`config.mk`:
```
export PLATFORM = sky130hd
export DESIGN_NAME = if_fetch_flat
export DESIGN_NICKNAME = d
export VERILOG_FILES = /design/src/rtl/if_fetch_if.sv /design/src/rtl/if_fetch.sv /design/src/flat_wrapper.sv
export SDC_FILE = /design/constraint.sdc
export NUM_CORES = 1
export LEC_CHECK = 0
export BUFFER_PORTS_ARGS = -buffer_cell sky130_fd_sc_hd__buf_2
export CAP_MARGIN = 20
export CORE_ASPECT_RATIO = 1.1
export CORE_MARGIN = 4
export CORE_UTILIZATION = 37
export CTS_CLUSTER_DIAMETER = 40
export DETAILED_ROUTE_END_ITERATION = 10
export SYNTH_ARGS = -nofsm -noshare
export SYNTH_HDL_FRONTEND = slang
export SYNTH_SLANG_ARGS = --single-unit
```
`constraint.sdc`:
```
create_clock -name clk -period 2.16 [get_ports clk]
set_input_delay 0.432 -clock clk [delete_from_list [all_inputs] [get_ports clk]]
set_output_delay 0.432 -clock clk [all_outputs]
set_load 0.03 [all_outputs]
```
`src/rtl/if_fetch_if.sv`:
```
// Instruction memory request/acknowledge bus between the fetch stage and imem.
interface if_fetch_if;
    localparam int unsigned XLEN = 32;

    logic            imem_req;
    logic [XLEN-1:0] imem_addr;
    logic            imem_ack;
    logic [XLEN-1:0] imem_rdata;

    // Fetch stage drives the request, memory answers.
    modport master (
        output imem_req,
        output imem_addr,
        input  imem_ack,
        input  imem_rdata
    );

    modport slave (
        input  imem_req,
        input  imem_addr,
        output imem_ack,
        output imem_rdata
    );
endinterface

```
`src/rtl/if_fetch.sv`:
```
// Instruction fetch stage: PC generation, imem handshake, one-entry skid buffer
// and branch redirect with wrong-path squash, feeding the IF/ID register.
module if_fetch #(
    parameter logic [31:0] RESET_PC = 32'h0000_0000
) (
    input  logic        clk,
    input  logic        rst,
    input  logic        stall,
    input  logic        branch_flag_i,
    input  logic [31:0] branch_target_i,
    if_fetch_if.master  imem,
    output logic [31:0] if_pc,
    output logic [31:0] if_inst,
    output logic        if_valid
);
    localparam int unsigned XLEN       = 32;
    localparam logic [XLEN-1:0] INST_BYTES = XLEN'(4);

    typedef enum logic [1:0] {
        ST_IDLE = 2'd0,
        ST_WAIT = 2'd1,
        ST_DROP = 2'd2
    } state_t;

    // Registered state
    state_t          r_state;
    logic [XLEN-1:0] r_pc;
    logic            r_imem_req;
    logic [XLEN-1:0] r_imem_addr;
    logic [XLEN-1:0] r_if_pc;
    logic [XLEN-1:0] r_if_inst;
    logic            r_if_valid;
    logic [XLEN-1:0] r_skid_pc;
    logic [XLEN-1:0] r_skid_inst;
    logic            r_skid_valid;

    // Next-state values
    state_t          w_state_nxt;
    logic [XLEN-1:0] w_pc_nxt;
    logic            w_imem_req_nxt;
    logic [XLEN-1:0] w_imem_addr_nxt;
    logic [XLEN-1:0] w_if_pc_nxt;
    logic [XLEN-1:0] w_if_inst_nxt;
    logic            w_if_valid_nxt;
    logic [XLEN-1:0] w_skid_pc_nxt;
    logic [XLEN-1:0] w_skid_inst_nxt;
    logic            w_skid_valid_nxt;

    logic            w_xfer;
    logic            w_slot_free;
    logic [XLEN-1:0] w_pc_inc;

    assign w_xfer      = r_if_valid && !stall;
    assign w_slot_free = !r_if_valid || w_xfer;
    assign w_pc_inc    = r_pc + INST_BYTES;

    // Next-state, fetch handshake, output slot and skid buffer control
    always_comb begin
        w_state_nxt      = r_state;
        w_pc_nxt         = r_pc;
        w_imem_req_nxt   = r_imem_req;
        w_imem_addr_nxt  = r_imem_addr;
        w_if_pc_nxt      = r_if_pc;
        w_if_inst_nxt    = r_if_inst;
        w_if_valid_nxt   = r_if_valid;
        w_skid_pc_nxt    = r_skid_pc;
        w_skid_inst_nxt  = r_skid_inst;
        w_skid_valid_nxt = r_skid_valid;

        if (branch_flag_i) begin
            // Redirect squashes the offered and buffered instructions; if_pc/if_inst keep stale values.
            w_pc_nxt         = branch_target_i;
            w_if_valid_nxt   = 1'b0;
            w_skid_valid_nxt = 1'b0;
            case (r_state)
                ST_IDLE: begin
                    w_state_nxt     = ST_WAIT;
                    w_imem_req_nxt  = 1'b1;
                    w_imem_addr_nxt = branch_target_i;
                end
                ST_WAIT: begin
                    if (imem.imem_ack) begin
                        w_imem_addr_nxt = branch_target_i;
                    end else begin
                        // Request must stay stable; its response is thrown away later.
                        w_state_nxt = ST_DROP;
                    end
                end
                ST_DROP: begin
                    if (imem.imem_ack) begin
                        w_state_nxt     = ST_WAIT;
                        w_imem_addr_nxt = branch_target_i;
                    end
                end
                default: begin
                    w_state_nxt    = ST_IDLE;
                    w_imem_req_nxt = 1'b0;
                end
            endcase
        end else begin
            // Drain the output slot: skid has priority over a freshly accepted word.
            if (w_xfer) begin
                if (r_skid_valid) begin
                    w_if_pc_nxt      = r_skid_pc;
                    w_if_inst_nxt    = r_skid_inst;
                    w_if_valid_nxt   = 1'b1;
                    w_skid_valid_nxt = 1'b0;
                end else begin
                    w_if_valid_nxt = 1'b0;
                end
            end

            case (r_state)
                ST_IDLE: begin
                    if (!r_skid_valid) begin
                        w_state_nxt     = ST_WAIT;
                        w_imem_req_nxt  = 1'b1;
                        w_imem_addr_nxt = r_pc;
                    end
                end
                ST_WAIT: begin
                    if (imem.imem_ack) begin
                        w_pc_nxt = w_pc_inc;
                        if (w_slot_free) begin
                            // Back-to-back fetch while the consumer keeps up.
                            w_if_pc_nxt     = r_imem_addr;
                            w_if_inst_nxt   = imem.imem_rdata;
                            w_if_valid_nxt  = 1'b1;
                            w_imem_addr_nxt = w_pc_inc;
                        end else begin
                            // Consumer stalled: park the word and stop requesting.
                            w_skid_pc_nxt    = r_imem_addr;
                            w_skid_inst_nxt  = imem.imem_rdata;
                            w_skid_valid_nxt = 1'b1;
                            w_state_nxt      = ST_IDLE;
                            w_imem_req_nxt   = 1'b0;
                        end
                    end
                end
                ST_DROP: begin
                    if (imem.imem_ack) begin
                        w_state_nxt     = ST_WAIT;
                        w_imem_addr_nxt = r_pc;
                    end
                end
                default: begin
                    w_state_nxt    = ST_IDLE;
                    w_imem_req_nxt = 1'b0;
                end
            endcase
        end
    end

    // State register
    always_ff @(posedge clk or negedge rst) begin
        if (!rst) begin
            r_state      <= ST_IDLE;
            r_pc         <= RESET_PC;
            r_imem_req   <= 1'b0;
            r_imem_addr  <= RESET_PC;
            r_if_pc      <= '0;
            r_if_inst    <= '0;
            r_if_valid   <= 1'b0;
            r_skid_pc    <= '0;
            r_skid_inst  <= '0;
            r_skid_valid <= 1'b0;
        end else begin
            r_state      <= w_state_nxt;
            r_pc         <= w_pc_nxt;
            r_imem_req   <= w_imem_req_nxt;
            r_imem_addr  <= w_imem_addr_nxt;
            r_if_pc      <= w_if_pc_nxt;
            r_if_inst    <= w_if_inst_nxt;
            r_if_valid   <= w_if_valid_nxt;
            r_skid_pc    <= w_skid_pc_nxt;
            r_skid_inst  <= w_skid_inst_nxt;
            r_skid_valid <= w_skid_valid_nxt;
        end
    end

    assign imem.imem_req  = r_imem_req;
    assign imem.imem_addr = r_imem_addr;
    assign if_pc          = r_if_pc;
    assign if_inst        = r_if_inst;
    assign if_valid       = r_if_valid;
endmodule
```
`src/flat_wrapper.sv`:
```
// flat-port wrapper written by rule: the top's interface ports become plain ports
module if_fetch_flat 
#(
    parameter logic [31:0] RESET_PC = 32'h0000_0000
)
  (clk, rst, stall, branch_flag_i, branch_target_i, if_pc, if_inst, if_valid, imem_imem_req, imem_imem_addr, imem_imem_ack, imem_imem_rdata);
  if_fetch_if imem_i ();
  input  logic clk;
  input  logic rst;
  input  logic stall;
  input  logic branch_flag_i;
  input  logic [31:0] branch_target_i;
  output logic [31:0] if_pc;
  output logic [31:0] if_inst;
  output logic if_valid;
  output wire logic [$bits(imem_i.imem_req)-1:0] imem_imem_req;
  output wire logic [$bits(imem_i.imem_addr)-1:0] imem_imem_addr;
  input wire logic [$bits(imem_i.imem_ack)-1:0] imem_imem_ack;
  input wire logic [$bits(imem_i.imem_rdata)-1:0] imem_imem_rdata;
  assign imem_imem_req = imem_i.imem_req;
  assign imem_imem_addr = imem_i.imem_addr;
  assign imem_i.imem_ack = imem_imem_ack;
  assign imem_i.imem_rdata = imem_imem_rdata;
  if_fetch #(.RESET_PC(RESET_PC)) u_core (.clk(clk), .rst(rst), .stall(stall), .branch_flag_i(branch_flag_i), .branch_target_i(branch_target_i), .imem(imem_i), .if_pc(if_pc), .if_inst(if_inst), .if_valid(if_valid));
endmodule
```
## Word-level counts from Yosys, hierarchy flattened

Index checks and enable logic that the tools add are counted.

| word-level totals | value |
|---|---|
| bits in registers | 197 |
| bits of input ports | 69 |
| output and inout port bits | 98 |

| operators by class | value |
|---|---|
| add/sub/neg operators | 1 |
| equality and inequality tests | 12 |
| mux-type cells | 46 |
| bitwise operators | 2 |
| reduce and logical (&&, ||, !) cells | 14 |

Operators by type and width:

| operator | count |
|---|---|
| 32-bit 2-to-1 mux | 19 |
| 32-bit case mux with 3 select lines | 1 |
| 32-bit case mux with 2 select lines | 1 |
| 32-bit by 3-bit adder with 32-bit output (second input constant) | 1 |
| 1-bit 2-to-1 mux | 15 |
| 3-bit inequality test (second input constant) | 5 |
| 2-bit 2-to-1 mux | 6 |
| 2-bit case mux with 3 select lines | 2 |
| 3-bit by 2-bit inequality test with 1-bit output (second input constant) | 3 |
| 4-bit AND reduction | 2 |
| 7-bit AND reduction | 1 |
| 5-bit AND reduction | 1 |
| 2-bit inequality test (second input constant) | 2 |
| 2-bit nonzero test | 2 |
| 4-bit nonzero test | 1 |
| 1-bit case mux with 3 select lines | 1 |
| 2-bit by 1-bit equality test with 1-bit output (second input constant) | 1 |
| 2-bit equality test (second input constant) | 1 |
| 1-bit logical NOT | 2 |
| 2-bit logical NOT | 1 |
| 1-bit NOT | 2 |
| 1-bit case mux with 2 select lines | 1 |
| 2-bit AND reduction | 1 |
| 2-bit OR reduction | 1 |
| other kinds (2) | 2 |

## Depth between registers and ports, before layout

Gate-level depths: netlist (run 1).

| depth | value |
|---|---|
| depth after elaboration | 7 |
| depth in mapped cells | 9 |
| depth with buffers taken out | 7 |

## Worst setup path before layout (run 1)

No wires, ideal clock.

| path | value |
|---|---|
| kind | register to register |
| from | register u_core.r_state[1] |
| to | register u_core.r_if_pc[11] (netlist: u_core.if_pc[11]) |
| library setup time | 0.137 ns |
| arrival | 1.980 ns |
| required time | 2.023 ns |
| slack | 0.043 ns |
| cell stages (with the launch flop) | 10 |
| buffers on the path | 3 |
| clock period less this slack | 2.117 ns |
| cell sequence | dfrtp_1 -> inv_1 -> ha_1 -> buf_2 -> and2_1 -> or3_1 -> clkbuf_1 -> clkbuf_1 -> o22ai_1 -> a21oi_1 |

| between the ends | value |
|---|---|
| cells in the longest elaborated chain, start to end | 2 |

Ends and longest elaborated chain:

| what | line | RTL |
|---|---|---|
| start, declared | if_fetch.sv:26 | `state_t r_state;` |
| start signal, assigned | if_fetch.sv:168 | `r_state <= w_state_nxt;` |
| 2-bit by 1-bit equality test with 1-bit output | if_fetch.sv:113 | `case (r_state)` |
| 32-bit 2-to-1 mux | if_fetch.sv:113 |  |
| end signal, assigned | if_fetch.sv:172 | `r_if_pc <= w_if_pc_nxt;` |
| end, declared | if_fetch.sv:30 | `logic [XLEN-1:0] r_if_pc;` |

No other way between the ends.
A chain may end at the register's enable or synchronous reset.

## Final worst setup path (run 1)

| path | value |
|---|---|
| from | register u_core.r_state[0] |
| to | register u_core.r_imem_addr[10] (netlist: u_core.imem.imem_addr[10]) |

| between the ends | value |
|---|---|
| cells in the longest elaborated chain, start to end | 4 |
| elaborated cells on any way between the ends | 15 |

Ends and longest elaborated chain:

| what | line | RTL |
|---|---|---|
| 2-bit by 1-bit equality test with 1-bit output / 2-bit equality test (equally long branches) | if_fetch.sv:75, if_fetch.sv:113 |  |
| 2-bit OR reduction (no line) | - |  |
| 3-bit by 2-bit inequality test with 1-bit output (no line) / 32-bit case mux with 2 select lines (equally long branches) | - |  |
| 7-bit AND reduction (no line) / 32-bit 2-to-1 mux (equally long branches) | - |  |
| end signal, assigned | if_fetch.sv:171 | `r_imem_addr <= w_imem_addr_nxt;` |
| end, declared | if_fetch.sv:29 | `logic [XLEN-1:0] r_imem_addr;` |

Several ways; a longest one is shown, not always the timed one.

==> summary.md, run 1 <==
| Metric | Value |
|---|---|
| Status | `finished with violations` |
| Failing checks | `negative hold slack` |
| First-pass GRT wire length | `42300 um` |
| P_leak | `5.24 nW` |
| Final hold slack | `-14.3 ps` |
| Number of synthesized register bits | `197` |
| WS Path Type | `reg2reg` |
| Synth cell count leaders | `197 x dfrtp_1, 93 x nor2_1, 85 x a21oi_1` |
| Largest cells by area after synthesis | `dfrtp_1 53%, mux2_2 9.8%, a21oi_1 4.6%` |
| Period utilization | `0.984` |
| Tot Pwr | `16.8 mW` |
| # DRC | `0` |
| Post-synth EDFFs | `0` |
| CTS H-Tree Depth | `4` |
| Mapped Cells | `893` |
| Avg WL per Cell | `18.9 um` |
| Largest net degree at the start of global routing | `94` |
| Fmax | `470 MHz` |
| Initial antenna violation count | `1` |
| Cells after DPL | `1368` |
| Clock Pin Slew Worst Setup and Hold Paths | `80 ps` |
| Post-synth top area cell | `dfrtp_1` |
| RSZ-0062 raised after global routing | `true` |
| Finished Layout Cells | `1406` |
| Routed wire length | `26600 um` |
| DRT iter0 DRCs | `671` |
| Tmin final | `2130 ps` |
| Syn_nets | `967` |
| Clk Tree Root Cell | `clkbuf_16` |
| Gpl congestion | `0.874` |
| Cell Area, Synth | `9300 sq um` |
| Top Ports | `167` |
| Slew Limit Fails | `0` |
| Count leader, synth | `dfrtp_1` |
| Slew HR | `0.623` |
| Final antenna-violating net count | `0` |
| PortBufs | `166` |
| Crit-path max cell delay | `450 ps` |
| Cell Chain, Critical Path | `buf_4 -> ha_4 -> buf_4 -> nand4b_1 -> a221oi_1 -> or3_4 -> buf_12 -> buf_12 -> o31ai_1` |
| Peak VDD IR | `0.586 mV` |
| Maximum capacitance violations | `0` |
| Total CTS buffers | `17` |
| GRT Overall Usage | `0.189` |
| Power Dens Cells | `1450 nW/um^2` |
| Crit-path slowest cell | `or3_4` |
| Primary FF master, synth | `dfrtp_1` |
| Starting density of the core | `0.377` |
| Netlist cell types | `61` |
| Hold violation total from the final report | `10` |
| CP startpoint kind | `flip-flop` |
| Buffers & Inverters on Critical Path | `4` |
| CTS tree | `yes` |
| Seq/Total Area, Yosys | `0.530` |
| Share of layout cells above drive strength 1 | `0.344` |
| Clk_lat worst skew | `430 ps` |
| Hold Crit Class | `in2async` |
| Ys async rst share | `1.00` |
| Crit path required time | `2500 ps` |
| Met1 usage | `0.260` |
| Die ar. | `27700 sq um` |
| First-pass DRT Iterations | `5` |
| Area growth syn-to-layout | `25.2%` |
| Die Ht | `174 um` |
| Share of the synthesized area in the top cell type | `0.530` |
| Clock sink count | `197` |
| Clock skew | `10.8 ps` |
| Post-DP HPWL | `18400 um` |
| Vias in the first global route | `7619` |
| CP arrival | `2470 ps` |
| Chip Width | `159 um` |
| Std-Cell Rows | `60` |
| Syn avg cell area | `10.4 sq um` |
| Vias post-DR | `7663` |
| GRT met3 Usage | `0.0375` |
| Core area | `24600 sq um` |
| GR Overflow Total | `0` |
| Worst path top cell family by delay | `buffers and inverters` |
| Nets@finish | `1156` |
| CP endpoint kind | `flip-flop` |
| GRT busiest layer | `met2` |
| Warnings, synthesis | `0` |
| Post-CTS Hold Fix Bufs | `0` |
| Final core occ | `0.472` |
| Vias per Instance | `5.45` |
| Clock Path Buffers | `2` |
| CP max FO | `15` |
| Worst-Margin Slew | `566 ps` |
| Routing usage on met2 | `0.301` |
| Final setup viols | `0` |
[cells in the final DEF, fill, tap and decap left out, types with 4 or more instances in the layout]
master	instances
dfrtp_1	197
nand4_1	22
buf_2	165
nor4_1	4
nand2b_1	5
inv_1	7
and3_1	12
mux2_2	81
a21oi_1	84
clkbuf_16	18
nand3_1	13
o22ai_1	64
buf_12	16
nand2_1	58
xnor2_1	21
xor2_1	17
nor3_1	18
o31ai_1	7
nor2_1	93
buf_4	54
a31oi_1	5
and4_1	7
clkinvlp_4	4
a21boi_0	7
mux2i_1	8
o21ai_0	29
[worst reg2reg max path, stage by stage, from the launching register on]
cell and delay [ps]:
dfrtp_1 400, buf_4 150, ha_4 180, buf_4 130, nand4b_1 80, a221oi_1 100
or3_4 450, buf_12 170, buf_12 150, o31ai_1 220
[timing repair]
item,CTS,global route
cloned,0,1
buffers inserted,0,4
setup endpoints to repair,2,32
resized for setup,1,12
pin swaps,0,1
[through the flow]
stage          setup TNS, ps  setup slack [ps]  cell area, sq um  hold slack (ps)
2_1_floorplan              0              42.8              9300              136
3_3_place_gp               0              25.9             10900              485
3_5_place_dp               0              8.13             10900              478
4_1_cts                    0              22.4             11500            0.778
5_1_grt                 -334             -37.4             11600             11.2
6_report                   0              33.8             11600            -14.3
[power breakdown]
group          internal (mW)  switching [mW]  total (mW)
clock                   1.66            1.48        3.14
sequential              5.22            1.10        6.32
combinational           2.84            4.53        7.38
total                   9.72            7.12        16.8
[registers in the layout (all words and copies together) (netlist names)]
register and count:
u_core.r_skid_inst 32, u_core.if_valid 1, u_core.imem.imem_addr 32, u_core.imem.imem_req 1, u_core.if_pc 32, u_core.r_pc 32
u_core.r_state 2, u_core.r_skid_valid 1, u_core.r_skid_pc 32, u_core.if_inst 32
[kinds of logic after synthesis]
kind of cell / Yosys count / share of synthesized area
AOI/OAI and AO/OA: 224 / 0.146
xor gates and xnor gates: 38 / 0.0358
adders and majority gates: 5 / 0.00673
buffers and inverters: 77 / 0.0361
DFF: 197 / 0.530
muxes: 89 / 0.107
and+or+nand+nor: 263 / 0.139
[path summary, 6_finish.rpt]
path | from | end | slack [ps] | cells past startpoint
setup / recovery | u_core.r_state[0] | u_core.imem.imem_addr[10] | 30 | 9
hold / removal | rst | u_core.r_pc[23] | -10 | 1
setup reg to reg | u_core.r_state[0] | u_core.imem.imem_addr[10] | 30 | 9
hold reg to reg | u_core.r_pc[1] | u_core.r_pc[1] | 500 | 1
max in group asynchronous | rst | u_core.r_skid_pc[5] | 1500 | 2
min in group clk | branch_target_i[25] | u_core.r_pc[25] | 250 | 2
[layout make-up]
cell class | count | area (sq um)
Fill cell | 2317 | 13000
Clock inverter | 14 | 143
Sequential cell | 197 | 4930
Inverter | 10 | 40.0
Timing Repair Buffer | 237 | 1590
Antenna cell | 1 | 2.50
Tap cell | 310 | 388
Multi-Input combinational cell | 619 | 4100
Clock buffer | 18 | 439
[routing by layer]
| metal | wire [um] | part of all wire |
|---|---|---|
| met1 | 12100 | 0.46 |
| met2 | 12700 | 0.48 |
| met3 | 1280 | 0.048 |
| met4 | 448 | 0.017 |
| met5 | 0 | 0 |
Power figures use the tool's default switching activity.
==> run 2: changes to the inputs <==
- CORE_UTILIZATION: 37 -> 30
==> run 2 against run 1 <==
Effect of this change:
- the run now ends clean
- hold slack improved by 250 ps
- sequential cell count unchanged
- final cell count increased by 7.8%
- first-iteration DRC count decreased by 10%
- via count increased by 1.6%
- sequential power increased by 0.8%
- register-to-register slack improved by 50 ps
- largest cell class unchanged
- highest routed layer is now met5
==> summary.md, run 2 (synthesis gave the netlist of run 1 again) <==
| Metric | Value |
|---|---|
| Status | `complete, no violations` |
| Slew HR | `0.626 (+0.00343)` |
| Die Ht | `193 um (+11%)` |
| RSZ-0062 raised after global routing | `true` |
| # DRC | `0 (unchanged)` |
| Period utilization | `0.962 (-0.0224)` |
| WS Path Type | `reg2reg` |
| Power Dens Cells | `1430 nW/um^2 (-1.4%)` |
| Worst-Margin Slew | `553 ps (-12.9 ps)` |
| CP arrival | `2400 ps (-70 ps)` |
| Setup ws final | `82.1 ps (+48.4 ps)` |
| Chip Width | `176 um (+10%)` |
| Post-DP HPWL | `19200 um (+4.2%)` |
| Clock Path Buffers | `2 (unchanged)` |
| Initial antenna violation count | `1 (unchanged)` |
| First-pass DRT Iterations | `5 (unchanged)` |
| Area growth syn-to-layout | `26.8%` |
| GR Overflow Total | `0 (unchanged)` |
| Routed wire length | `28200 um (+6.0%)` |
| DP Worst Slack | `46.7 ps (+38.5 ps)` |
| Die ar. | `33900 sq um (+22%)` |
| Cells after DPL | `1476 (+7.9%)` |
| Core area | `30500 sq um (+24%)` |
| Hold Crit Class | `in2reg` |
| CTS tree | `yes` |
| Final antenna-violating net count | `0 (unchanged)` |
| Peak VDD IR | `0.633 mV (+8.0%)` |
| Clk Tree Root Cell | `clkbuf_16` |
| Starting density of the core | `0.305 (-0.0729)` |
| CP startpoint kind | `flip-flop` |
| P_leak | `5.27 nW (+0.58%)` |
| Clock Pin Slew Worst Setup and Hold Paths | `80 ps (about the same)` |
| Slew Limit Fails | `0 (unchanged)` |
| Vias per Instance | `5.14 (-5.7%)` |
| DRT iter0 DRCs | `601 (-10%)` |
| First-pass GRT wire length | `42700 um (+0.99%)` |
| GRT Overall Usage | `0.159 (-0.0295)` |
| Reg2Reg Setup Slack | `80 ps (+50 ps)` |
| Tot Pwr | `16.8 mW (-0.11%)` |
| Largest net degree at the start of global routing | `82 (-13%)` |
| Share of layout cells above drive strength 1 | `0.343 (-0.000968)` |
| Vias in the first global route | `7523 (-1.3%)` |
| Fillcell total | `3074 (+33%)` |
| Finished Layout Cells | `1515 (+7.8%)` |
| Crit path required time | `2480 ps (-20 ps)` |
| Placed inst area | `11000 sq um (+1.0%)` |
| Final setup viols | `0 (unchanged)` |
| Nets@finish | `1162 (+0.52%)` |
| Clock skew | `14.7 ps (+3.95 ps)` |
| Total CTS buffers | `17 (unchanged)` |
| Top Ports | `167 (unchanged)` |
| Commonest cells after routing, fill and taps aside | `196 x dfrtp_1, 165 x buf_2, 93 x nor2_1, 84 x a21oi_1, 81 x mux2_2` |
| Hold violation total from the final report | `0 (-10)` |
| Clk_lat worst skew | `440 ps (about the same)` |
| Std-Cell Rows | `67 (+12%)` |
| CTS H-Tree Depth | `4 (unchanged)` |
| Commonest non-fill, non-tap cell in the layout | `dfrtp_1` |
| CP max FO | `4 (-11)` |
| Fmax | `481 MHz (+2.3%)` |
| Clock sink count | `197 (unchanged)` |
| CP endpoint kind | `flip-flop` |
| Post-layout instance area | `11800 sq um (+1.3%)` |
| PortBufs | `166 (unchanged)` |
| Tmin final | `2080 ps (-48.4 ps)` |
| Avg WL per Cell | `18.6 um (-1.6%)` |
| Final hold slack | `240 ps (+254 ps)` |
| Gpl congestion | `0.901 (+3.1%)` |
| ANT cells | `0 (-1)` |
| Maximum capacitance violations | `0 (unchanged)` |
| Vias post-DR | `7788 (+1.6%)` |
run 2: cell type report:
cell class	instances	area [sq um]	share of cell area
Clock buffer	21	460	0.0391
Clock inverter	11	116	0.00987
Inverter	10	40.0	0.00340
Multi-Input combinational cell	619	4100	0.348
Sequential cell	197	4930	0.418
Tap cell	414	518	0.0440
Timing Repair Buffer	243	1620	0.138
run 2: per-layer routing:
metal  part of all wire  vias up  global-route usage
li1                   -     3639                   -
met1               0.45     3874               0.221
met2               0.48      237               0.249
met3              0.051       36              0.0321
met4              0.021        2              0.0546
met5            0.00039        -                   0
run 2: final timing paths:
kind | start | depth (start not counted) | endpoint
worst max-delay path | u_core.r_state[1] | 9 | u_core.imem.imem_addr[1]
worst min-delay path | branch_target_i[31] | 3 | u_core.r_pc[31]
worst max register to register | u_core.r_state[1] | 9 | u_core.imem.imem_addr[1]
worst min register to register | u_core.r_pc[1] | 1 | u_core.r_pc[1]
max in group asynchronous | rst | 3 | u_core.r_skid_inst[18]
min in group asynchronous | rst | 2 | u_core.if_inst[24]
run 2: what timing repair did:
item	in CTS	in global routing
resized for setup	0	17
buffers inserted	0	3
setup endpoints to repair	0	131
hold buffers	1	0
hold endpoints to repair	20	0
run 2: through the flow:
step | TNS, ps | util
after global placement | 0 | 0.362
after detailed placement | 0 | 0.362
after CTS | 0 | 0.381
final | 0 | 0.386
after floorplan | 0 | -
after global routing | -24.1 | 0.386
run 2: power by group:
part,internal [mW],switching [mW]
Combinational,2.80,4.50
Clock,1.68,1.47
Sequential,5.22,1.15
Total,9.70,7.12
run 2: worst max-delay path, stage by stage (launching register included):
cell	delay, ps
dfrtp_1	350
inv_1	80
buf_4	140
ha_1	310
inv_1	80
a221oi_2	70
buf_4	150
nor3_4	240
buf_4	190
mux2_2	330
==> run 3: changes to the inputs <==
- clock period: 2.16 -> 1.7 ns (I/O delays scaled with it)
==> run 3 against run 2 <==
Effect of this change:
- the flow now finishes with violations (negative setup slack)
- clock power up 28%
- global-route usage up 1.9 points
- critical path type unchanged
- clock skew up 6.2 ps
- final cell count up 7.2%
- largest power group unchanged
- via count up 7.0%
==> summary.md, run 3 (synthesis gave the netlist of run 1 again) <==
| Metric | Value |
|---|---|
| Period utilization | `1.20 (+0.241)` |
| Critical path's most frequent cell | `buf_12` |
| First-pass GRT wire length | `47200 um (+11%)` |
| Reg2Reg Setup Slack | `-340 ps (-430 ps)` |
| Buffers & Inverters on Critical Path | `4 (-1)` |
| Total CTS buffers | `17 (unchanged)` |
| Area growth syn-to-layout | `53.9%` |
| Std-Cell Rows | `67 (unchanged)` |
| Setup_tns | `-45730 ps (-45730 ps)` |
| # DRC | `0 (unchanged)` |
| Commonest cells after routing, fill and taps aside | `194 x dfrtp_1, 165 x buf_2, 123 x buf_4, 83 x nor2_1, 75 x mux2_2` |
| Critical path depth in cells | `9 (unchanged)` |
| Slew HR | `0.542 (-0.0840)` |
| Clock skew | `21.0 ps (+6.25 ps)` |
| Cell Chain, Critical Path | `inv_2 -> ha_4 -> buf_12 -> and2_4 -> or3_4 -> buf_12 -> clkbuf_16 -> o22ai_4 -> a21oi_2` |
| DRT iter0 DRCs | `528 (-12%)` |
| ANT cells | `0 (unchanged)` |
| Starting density of the core | `0.305 (unchanged)` |
| Commonest non-fill, non-tap cell in the layout | `dfrtp_1` |
| Status | `finished with violations` |
| Clk Tree Root Cell | `clkbuf_16` |
| Core area | `30500 sq um (unchanged)` |
| WS Path Type | `reg2reg` |
| Top Ports | `167 (unchanged)` |
| CP max FO | `6 (+2)` |
| Share of layout cells above drive strength 1 | `0.527 (+0.184)` |
| Die Ht | `193 um (unchanged)` |
| CP Capture Point | `u_core.if_pc[27]` |
| Peak VDD IR | `0.894 mV (+41%)` |
| Final antenna-violating net count | `0 (unchanged)` |
| Clock Path Buffers | `2 (unchanged)` |
| Fillcell total | `2803 (-8.8%)` |
| Nets@finish | `1273 (+9.6%)` |
| Chip Width | `176 um (unchanged)` |
| Maximum capacitance violations | `0 (unchanged)` |
| Vias per Instance | `5.13 (-0.22%)` |
| Largest net degree at the start of global routing | `56 (-32%)` |
| Avg WL per Cell | `19.4 um (+4.3%)` |
| Cells on worst reg2reg path | `9 (unchanged)` |
| Initial antenna violation count | `1 (unchanged)` |
| Tot Pwr | `23.9 mW (+42%)` |
| Post-DP HPWL | `20600 um (+7.4%)` |
| CTS H-Tree Depth | `4 (unchanged)` |
| Crit-path max cell delay | `400 ps (+50 ps)` |
| Worst-Margin Slew | `687 ps (+134 ps)` |
| GRT Overall Usage | `0.178 (+0.0190)` |
| Vias post-DR | `8330 (+7.0%)` |
| Routing usage on met2 | `0.294 (+0.0452)` |
| Vias in the first global route | `8273 (+10%)` |
| PortBufs | `166 (unchanged)` |
| CP endpoint kind | `flip-flop` |
| RSZ-0062 raised after global routing | `true` |
| CP startpoint kind | `flip-flop` |
| Fmax | `489 MHz (+1.6%)` |
| Hold Crit Class | `in2reg` |
| Tmin final | `2040 ps (-33.6 ps)` |
| Hold violation total from the final report | `0 (unchanged)` |
| Critical R2R Launch | `u_core.r_state[1]` |
| P_leak | `6.36 nW (+21%)` |
| Clock Pin Slew Worst Setup and Hold Paths | `80 ps (about the same)` |
| CP arrival | `2330 ps (-70 ps)` |
| Slew Limit Fails | `0 (unchanged)` |
| Clk_lat worst skew | `440 ps (about the same)` |
| GRT busiest layer | `met2` |
| CTS tree | `yes` |
| GRT met3 Usage | `0.0335 (+0.00137)` |
| First-pass DRT Iterations | `6 (+1)` |
| Met1 usage | `0.240 (+0.0189)` |
| Setup ws final | `-344 ps (-426 ps)` |
| CP startpoint | `u_core.r_state[1]` |
| Failing checks | `negative setup slack` |
| Crit Reg-Reg Endpoint | `u_core.if_pc[27]` |
| Routed wire length | `31500 um (+12%)` |
| Die ar. | `33900 sq um (unchanged)` |
| Worst path top cell family by delay | `buffers and inverters` |
| Final setup viols | `191 (+191)` |
| Clock sink count | `197 (unchanged)` |
| GR Overflow Total | `0 (unchanged)` |
| Power Dens Cells | `1670 nW/um^2 (+17%)` |
| Gpl congestion | `0.858 (-4.8%)` |
| Crit-path slowest cell | `dfrtp_1` |
| Crit path required time | `1990 ps (-490 ps)` |
[run 3: layout make-up]
| cell class | instances | area [sq um] | share of cell area |
|---|---|---|---|
| Clock buffer | 19 | 443 | 0.0310 |
| Clock inverter | 11 | 128 | 0.00892 |
| Inverter | 10 | 47.5 | 0.00332 |
| Multi-Input combinational cell | 619 | 5210 | 0.364 |
| Sequential cell | 197 | 4930 | 0.345 |
| Tap cell | 414 | 518 | 0.0362 |
| Timing Repair Buffer | 354 | 3020 | 0.211 |
[run 3: stage by stage]
stage | instances | hold slack [ps] | cell area, sq um | worst slack [ps] | util
after global routing | 1624 | 142 | 14300 | -431 | 0.469
after CTS | 1610 | 128 | 13400 | -294 | 0.439
after global placement | 1546 | 264 | 11800 | -355 | 0.387
after detailed placement | 1546 | 259 | 11800 | -432 | 0.387
after floorplan | 893 | 44.4 | 9560 | -244 | -
final | 1624 | 156 | 14300 | -344 | 0.469
[run 3: how the worst min path moves through the flow]
stage / from / depth (start not counted) / end
after floorplan: rst / 0 / u_core.if_inst[0]
after global placement: rst / 1 / u_core.if_inst[3]
after detailed placement: rst / 1 / u_core.r_skid_inst[3]
after CTS: branch_target_i[5] / 2 / u_core.r_pc[5]
after global routing: imem_imem_rdata[11] / 2 / u_core.r_skid_inst[11]
final: branch_target_i[6] / 2 / u_core.r_pc[6]
[run 3: timing repair]
action,CTS,global route
resized for setup,121,134
hold buffers,1,0
endpoints found under the setup margin,190,192
cloned,8,10
setup buffers,25,7
pin swaps,43,43
endpoints found under the hold margin,24,0
[run 3: layer usage]
metal | up-vias | share of wire
met1 | 4211 | 0.44
met4 | 2 | 0.021
met3 | 45 | 0.042
li1 | 3872 | -
met5 | - | 0.00054
met2 | 200 | 0.49
[run 3: where the power goes]
part	total, mW	switching, mW	internal (mW)
Clock	4.03	1.83	2.20
Combinational	11.4	6.57	4.85
Sequential	8.47	1.83	6.64
Total	23.9	10.2	13.7
